File: src/rtl/period_scan_ctrl.sv
// period_scan_ctrl: round-robin scheduler that shares one ms-resolution
// period-measurement engine among N_CH asynchronous inputs. For each channel
// in turn it arms on the first rising edge, counts ce1ms ticks up to the next
// rising edge, stores the result in a per-channel bank and moves on. Channels
// without edges are abandoned after TIMEOUT_MS ticks in ARM or in MEAS.
//
// state | meaning
// ------+-----------------------------------------------------------------
// IDLE  | parked, waiting for en
// LOAD  | new channel selected; edge history primed from its current level
// ARM   | waiting for the first rising edge, counting ticks toward timeout
// MEAS  | counting ticks until the second rising edge or timeout
// STORE | result written to the bank and presented on res_*
// NEXT  | advance cur_ch, then continue scanning or park
module period_scan_ctrl #(
    parameter  int N_CH       = 4,
    parameter  int W          = 16,
    parameter  int TIMEOUT_MS = 2000,
    localparam int CW         = (N_CH > 1) ? $clog2(N_CH) : 1
) (
    input  logic            clk,
    input  logic            rst,
    input  logic            ce1ms,
    input  logic            en,
    input  logic [N_CH-1:0] sig,
    input  logic [CW-1:0]   rd_sel,
    output logic [W-1:0]    rd_period,
    output logic            rd_timeout,
    output logic            res_valid,
    output logic [CW-1:0]   res_ch,
    output logic [W-1:0]    res_period,
    output logic            res_timeout,
    output logic [CW-1:0]   cur_ch,
    output logic            busy
);

    // The bank is sized to the full select range so rd_sel can index it
    // directly; entries at or above N_CH are never written and read as 0.
    localparam int NB = 1 << CW;

    typedef enum logic [2:0] {
        IDLE  = 3'd0,
        LOAD  = 3'd1,
        ARM   = 3'd2,
        MEAS  = 3'd3,
        STORE = 3'd4,
        NEXT  = 3'd5
    } state_t;

    state_t          state;
    state_t          state_nxt;

    logic [N_CH-1:0] sync_a;
    logic [N_CH-1:0] sync_b;
    logic            s_cur;
    logic            prev;
    logic            rise;

    logic [W-1:0]    cnt;
    logic            tick_to;

    logic [W-1:0]    pend_period;
    logic            pend_timeout;

    logic [W-1:0]    bank_period [NB];
    logic [NB-1:0]   bank_to;

    // Edge detection works on the synchronized level of the owned channel only.
    assign s_cur   = sync_b[cur_ch];
    assign rise    = s_cur & ~prev;

    // The TIMEOUT_MS-th tick seen in the current phase ends it.
    assign tick_to = ce1ms && (cnt == W'(TIMEOUT_MS - 1));

    assign busy       = (state != IDLE);
    assign rd_period  = bank_period[rd_sel];
    assign rd_timeout = bank_to[rd_sel];

    // Two-stage synchronizer for every input bit.
    always_ff @(posedge clk) begin
        if (rst) begin
            sync_a <= '0;
            sync_b <= '0;
        end else begin
            sync_a <= sig;
            sync_b <= sync_a;
        end
    end

    // State register.
    always_ff @(posedge clk) begin
        if (rst) begin
            state <= IDLE;
        end else begin
            state <= state_nxt;
        end
    end

    // Next-state logic; a rising edge always takes priority over a timeout.
    always_comb begin
        state_nxt = state;
        case (state)
            IDLE: begin
                if (en) begin
                    state_nxt = LOAD;
                end
            end
            LOAD: begin
                state_nxt = ARM;
            end
            ARM: begin
                if (rise) begin
                    state_nxt = MEAS;
                end else if (tick_to) begin
                    state_nxt = STORE;
                end
            end
            MEAS: begin
                if (rise || tick_to) begin
                    state_nxt = STORE;
                end
            end
            STORE: begin
                state_nxt = NEXT;
            end
            NEXT: begin
                state_nxt = en ? LOAD : IDLE;
            end
            default: begin
                state_nxt = IDLE;
            end
        endcase
    end

    // Measurement datapath: edge history, tick counter and pending result.
    // prev follows the owned channel every clock, so in LOAD it picks up the
    // newly selected channel's level and a held-high input gives no edge.
    always_ff @(posedge clk) begin
        if (rst) begin
            prev         <= 1'b0;
            cnt          <= '0;
            pend_period  <= '0;
            pend_timeout <= 1'b0;
            cur_ch       <= '0;
        end else begin
            prev <= s_cur;
            case (state)
                LOAD: begin
                    cnt <= '0;
                end
                ARM: begin
                    if (rise) begin
                        // a tick coincident with the first edge is not counted
                        cnt <= '0;
                    end else begin
                        if (ce1ms) begin
                            cnt <= cnt + 1'b1;
                        end
                        if (tick_to) begin
                            pend_period  <= '0;
                            pend_timeout <= 1'b1;
                        end
                    end
                end
                MEAS: begin
                    if (ce1ms) begin
                        cnt <= cnt + 1'b1;
                    end
                    if (rise) begin
                        // a tick coincident with the second edge is counted
                        pend_period  <= cnt + W'(ce1ms);
                        pend_timeout <= 1'b0;
                    end else if (tick_to) begin
                        pend_period  <= '0;
                        pend_timeout <= 1'b1;
                    end
                end
                NEXT: begin
                    cur_ch <= (cur_ch == CW'(N_CH - 1)) ? '0 : cur_ch + 1'b1;
                end
                default: begin
                end
            endcase
        end
    end

    // Result bank and result outputs, written only from STORE.
    always_ff @(posedge clk) begin
        if (rst) begin
            for (int i = 0; i < NB; i++) begin
                bank_period[i] <= '0;
            end
            bank_to     <= '0;
            res_valid   <= 1'b0;
            res_ch      <= '0;
            res_period  <= '0;
            res_timeout <= 1'b0;
        end else begin
            res_valid <= 1'b0;
            if (state == STORE) begin
                bank_period[cur_ch] <= pend_period;
                bank_to[cur_ch]     <= pend_timeout;
                res_valid           <= 1'b1;
                res_ch              <= cur_ch;
                res_period          <= pend_period;
                res_timeout         <= pend_timeout;
            end
        end
    end

endmodule

File: config.mk
export PLATFORM = sky130hd
export DESIGN_NAME = period_scan_ctrl
export DESIGN_NICKNAME = d
export VERILOG_FILES = /design/src/rtl/period_scan_ctrl.sv
export SDC_FILE = /design/constraint.sdc
export NUM_CORES = 1
export LEC_CHECK = 0
export ABC_AREA = 1
export BUFFER_PORTS_ARGS = -buffer_cell sky130_fd_sc_hd__buf_2
export CAP_MARGIN = 20
export CORE_MARGIN = 4
export CORE_UTILIZATION = 55
export CTS_CLUSTER_SIZE = 10
export DETAILED_ROUTE_END_ITERATION = 16
export PLACE_DENSITY = 0.74
export SLEW_MARGIN = 20
export SYNTH_ARGS = -nofsm -noshare
export SYNTH_HDL_FRONTEND = slang
export SYNTH_SLANG_ARGS = --single-unit
File: constraint.sdc
create_clock -name clk -period 3.3 [get_ports clk]
set_input_delay 0.825 -clock clk [delete_from_list [all_inputs] [get_ports clk]]
set_output_delay 0.825 -clock clk [all_outputs]
set_load 0.02 [all_outputs]
==> Yosys cells after proc, flatten, opt, wreduce, memory -nomap -nowiden <==
Memories as Yosys holds them, arrays and structs flattened.
Index checks and enable logic that the tools add are counted.
{ "word_totals": {"mem_count": 1, "ramBits": 64, "out_inout_bits": 40, "register_bits": 71} }
{ "op_classes": {"muxes": 33, "n_eq_ne": 11, "n_bitwise": 2, "add_sub_neg": 3, "magnitude_cmp": 3, "reduce_logical": 10} }
{ "memory_table": {"columns": ["memory", "depth", "word_bits", "read_ports", "rd_ports_with_merged_regs", "write_ports", "line_no", "rtl"], "rows": [
  ["bank_period", 4, 16, 1, 0, 4, "65", "logic [W-1:0] bank_period [NB];"]
]} }
{ "ops": {"columns": ["op", "n"], "rows": [
  ["16-bit 2-to-1 mux", 6],
  ["16-bit case mux with 3 select lines", 1],
  ["16-bit case mux with 2 select lines", 1],
  ["3-bit case mux with 6 select lines", 1],
  ["16-bit by 1-bit adder with 16-bit output", 1],
  ["16-bit by 1-bit adder with 16-bit output (second input constant)", 1],
  ["16-bit by 11-bit equality test with 1-bit output (second input constant)", 1],
  ["16-bit OR reduction", 1],
  ["1-bit 2-to-1 mux", 13],
  ["3-bit 2-to-1 mux", 4],
  ["3-bit by 2-bit equality test with 1-bit output (second input constant)", 2],
  ["3-bit equality test (second input constant)", 2],
  ["2-bit by 3-bit < comparator with 1-bit output (second input constant)", 2],
  ["2-bit inequality test (second input constant)", 3],
  ["3-bit nonzero test", 2],
  ["1-bit binary-select mux with 2-bit select", 2],
  ["4-bit bitwise mux", 1],
  ["2-bit 2-to-1 mux", 2],
  ["3-bit by 1-bit equality test with 1-bit output (second input constant)", 1],
  ["3-bit logical NOT", 1],
  ["3-bit inequality test (second input constant)", 1],
  ["3-bit AND reduction", 1],
  ["2-bit by 1-bit adder with 2-bit output (second input constant)", 1],
  ["1-bit demux with 2-bit select", 1],
  ["9 further kinds", 10]
]} }

==> Depth between registers and ports, before layout <==
{ "depth": {"ltp_word": 6, "depth_mapped": 10} }

==> Worst setup path before layout <==
Ideal clock, no wire load.
{ "synth_timing": {"kind": "input -> output", "start": "in rd_sel[0]", "end": "out rd_period[10]", "t_arrival_ns": 1.819, "cell_stages": 5, "setup_slack_ns": 0.656, "n_path_buf": 2, "required_time_ns": 2.475, "cell_sequence": "clkbuf_1 > inv_1 > buf_1 > nor2_1 > o22ai_1"} }
{ "synth_between": {"elab_chain_len": 1} }
{ "synth_rtl": {"columns": ["element", "line_no", "rtl"], "rows": [
  ["start, declared", "26", "input logic [CW-1:0] rd_sel,"],
  ["memory read 4 x 16 bit", null, null],
  ["end, declared", "27", "output logic [W-1:0] rd_period,"]
]} }
No other way between the ends.

==> Worst setup path in the final report <==
{ "layout_timing": {"start": "in rd_sel[1]", "end": "out rd_period[10]"} }
Same word-level chain as after synthesis.

==> impl_metrics.env <==
export IMPL_p_per_area_mw_per_mm2=620
export IMPL_ys_types=34
export IMPL_post_cts_buffers=0
export IMPL_rsz0062_at_grt="no"
export IMPL_hold_path_class="flip-flop to flip-flop"
export IMPL_critPathKind="input pin to output port"
export IMPL_leakagePower_uw=0.00260
export IMPL_clockBufferDepth=2
export IMPL_worstMarginPinSlew_ns=0.628
export IMPL_clkPwrFrac_pct=41.5
export IMPL_cts_hold_buf=0
export IMPL_syn_avg_cell_area_um2=8.75
export IMPL_rr_startpoint="state[0]"
export IMPL_hpwl_um=9610
export IMPL_cts_buffers=17
export IMPL_grt_pass1_wl_um=23400
export IMPL_dp_cells=865
export IMPL_clockRootBuffer="clkbuf_8"
export IMPL_cp_data_arrival_time_ns=1.98
export IMPL_drive_gt1_share_pct=17.0
export IMPL_finalMaxSlewViolations=0
export IMPL_p_sw_uw=1240
export IMPL_grt_max_degree=36
export IMPL_start_util_pct=56.2
export IMPL_ctsHtreeMaxLevel=4
export IMPL_synth_top_family_by_area="simple AND/OR/NAND/NOR gates"
export IMPL_status="finished clean"
export IMPL_critical_path_max_fanout=18
export IMPL_synthMuxAreaShare_pct=0
export IMPL_relSlewSlack_pct=58.1
export IMPL_grt_ovfl_total=0
export IMPL_wl_met1_um=6120
export IMPL_grt_pass1_vias=4604
export IMPL_clkTransAtPathRegs_ns=0.06
export IMPL_finalCritPeriodShare_pct=84.9
export IMPL_setup_violations=0
export IMPL_synth_ff_type="dfxtp_1"
export IMPL_r2r_cells=8
export IMPL_synth_simple_area_share_pct=25.6
export IMPL_synth_xor_area_share_pct=2.30
export IMPL_wire_per_inst_um=15.5
export IMPL_core_area_mm2=0.0108
export IMPL_ys_ff_latch=135
export IMPL_post_cts_resized=0
export IMPL_track_usage_pct=23.0
export IMPL_comb_power_share_pct=14.7
export IMPL_port_buffers=49
export IMPL_peakVddDrop_v=0.000479
export IMPL_worstReg2RegEnd="bank_period[1][7]"
export IMPL_cts_sinks=135
export IMPL_chipHeight_um=113
export IMPL_synthCells=696
export IMPL_nFillCells=924
export IMPL_synthAdderAreaFrac_pct=1.64
export IMPL_fmaxAchievable_mhz=357
export IMPL_first_pass_iters=7
export IMPL_final_hold_viol_count=0
export IMPL_final_setup_tns_ns=0
export IMPL_p_sw_share_pct=28.6
export IMPL_wl_um=13900
export IMPL_synthesis_nets=714
export IMPL_met2_length_um=6860
export IMPL_ios=50
export IMPL_nets=762
export IMPL_r2r_setup_slack_ns=1.09
export IMPL_drv_cap=0
export IMPL_highest_layer="met4"
export IMPL_syn_to_final_growth_pct=14.8
export IMPL_dieWidth_um=113
export IMPL_min_from="sync_a[2]"
export IMPL_p_int_uw=3100
export IMPL_worstHoldEndpoint="sync_b[2]"
export IMPL_required_ns=2.47
export IMPL_drt_initial_drc_count=356
export IMPL_syn_area_mm2=0.00609
export IMPL_antennaDiodeCount=0
export IMPL_cts_tree="yes"
export IMPL_end_kind="output port"
export IMPL_synth_compound_area_share_pct=9.00
export IMPL_async_flop_share_pct=0
export IMPL_p_seq_share_pct=43.8
export IMPL_viasPerCell=5.39
export IMPL_die_area_mm2=0.0128
export IMPL_wl_met3_um=759
export IMPL_synth_seq_area_share_pct=54.9
export IMPL_yosysWarningCount=0
export IMPL_drc_errors=0
export IMPL_synth_edff_count=64
export IMPL_final_antenna_net_count=0
export IMPL_worst_skew_pair_late_latency_ns=0.52
export IMPL_layout_min_cycle_time_ns=2.80
export IMPL_gp_congestion=0.915
export IMPL_start_kind="input pin"
export IMPL_row_count=38
export IMPL_whs_path_depth=2
export IMPL_fin_worst_skew_ns=0.00461
export IMPL_num_vias=4835
export IMPL_antenna_found_initial=0
export IMPL_final_cell_count_no_fill=897
export IMPL_fin_hold_ws_ns=0.401
[metal layers]
metal | vias up | global-route usage (%)
li1 | 2398 | -
met1 | 2268 | 30.4
met2 | 149 | 38.3
met3 | 20 | 4.28
met4 | 0 | 7.77
met5 | - | 0
[Yosys cell counts, types with 2 or more instances]
master    count  area (um2)
a21oi_1      23         115
buf_1         2        7.51
buf_2         6        30.0
buf_6         4        45.0
clkbuf_1     13        48.8
dfxtp_1      71        1420
edfxtp_1     64        1920
ha_1          8         100
inv_1        60         225
inv_2         7        26.3
nand2_1      88         330
nand2_2       3        18.8
nand2_4       3        33.8
nand3_1      49         245
nand3_2       4        40.0
nand3_4       2        35.0
nand4_1       9        56.3
nand4_2       2        25.0
nor2_1      145         544
nor2_2       12        75.1
nor2_4        7        78.8
nor3_1       12        60.1
o21ai_0      60         300
o21ai_1       2        10.0
o22ai_1      17         106
xnor2_1       3        26.3
xor2_1       13         114
[worst max-delay path: stages]
cell	delay, ns
buf_2	0.20
inv_1	0.41
o21ai_0	0.19
o22ai_1	0.15
buf_2	0.19
[kinds of logic after synthesis]
logic type / after synthesis
AO/OA/AOI/OAI: 104
XOR/XNOR: 16
adder cells (fa/ha/maj): 8
buffers and inverters: 94
flip-flops: 135
AND/OR/NAND/NOR: 339
[sequential cells by signal, summed over array words and instances (netlist names)]
name          cells
bank_period      64
cnt              16
pend_period      16
res_period       16
bank_to           4
sync_a            4
sync_b            4
state             3
cur_ch            2
res_ch            2
pend_timeout      1
prev              1
res_timeout       1
res_valid         1
[stage by stage]
stage	setup slack [ns]	total power (uW)	cell area [um2]	utilization, %
2_1_floorplan	0.656	2400	6090	-
3_3_place_gp	0.601	2540	6420	59.2
3_5_place_dp	0.523	2570	6420	59.2
4_1_cts	0.502	4350	6990	64.5
5_1_grt	0.367	4510	6990	64.5
6_report	0.499	4330	6990	64.5
[worst max path at each step]
| stage | slack (ns) | end | start |
|---|---|---|---|
| finish | 0.50 | rd_period[10] | rd_sel[1] |
| global route | 0.37 | rd_period[12] | rd_sel[1] |
| CTS | 0.50 | rd_period[10] | rd_sel[1] |
| detailed placement | 0.52 | rd_period[4] | rd_sel[1] |
| global placement | 0.60 | rd_period[0] | rd_sel[1] |
| floorplan | 0.66 | rd_period[10] | rd_sel[0] |
[power by group through the flow]
stage | registers (uW) | clock network [uW] | logic [uW]
after global placement | 1930 | 0 | 618
after global routing | 1910 | 1890 | 706
after detailed placement | 1930 | 0 | 633
final | 1900 | 1800 | 636
after floorplan | 1920 | 0 | 475
after CTS | 1900 | 1820 | 636
[final cells by class]
cell class              count  area [um2]  share of cell area (%)
flip-flops and latches    135        3340                    47.8
multi-input cells         467        2350                    33.7
clock buffers              18         418                    5.98
repair buffers             56         298                    4.26
inverters                  67         251                    3.60
well taps                 140         175                    2.51
clock inverters            14         149                    2.13
[cells in the final DEF (no fill, tap or decap), drive strengths merged]
cell / Yosys / routed
nand2: 94 / 94
clkinv: 0 / 5
edfxtp: 64 / 64
clkinvlp: 0 / 3
buf: 13 / 56
nor2: 164 / 164
dfxtp: 71 / 71
inv: 67 / 71
o21ai: 62 / 62
o31ai: 1 / 1
a21oi: 24 / 24
xor2: 13 / 13
and2: 1 / 1
clkbuf: 14 / 18
bufinv: 0 / 2
nor3: 12 / 12
o22ai: 17 / 17
or2: 1 / 1
and3: 1 / 1
nand4: 11 / 11
xnor2: 3 / 3
ha: 8 / 8
nand3: 55 / 55
(Power assumes the default switching activity.)
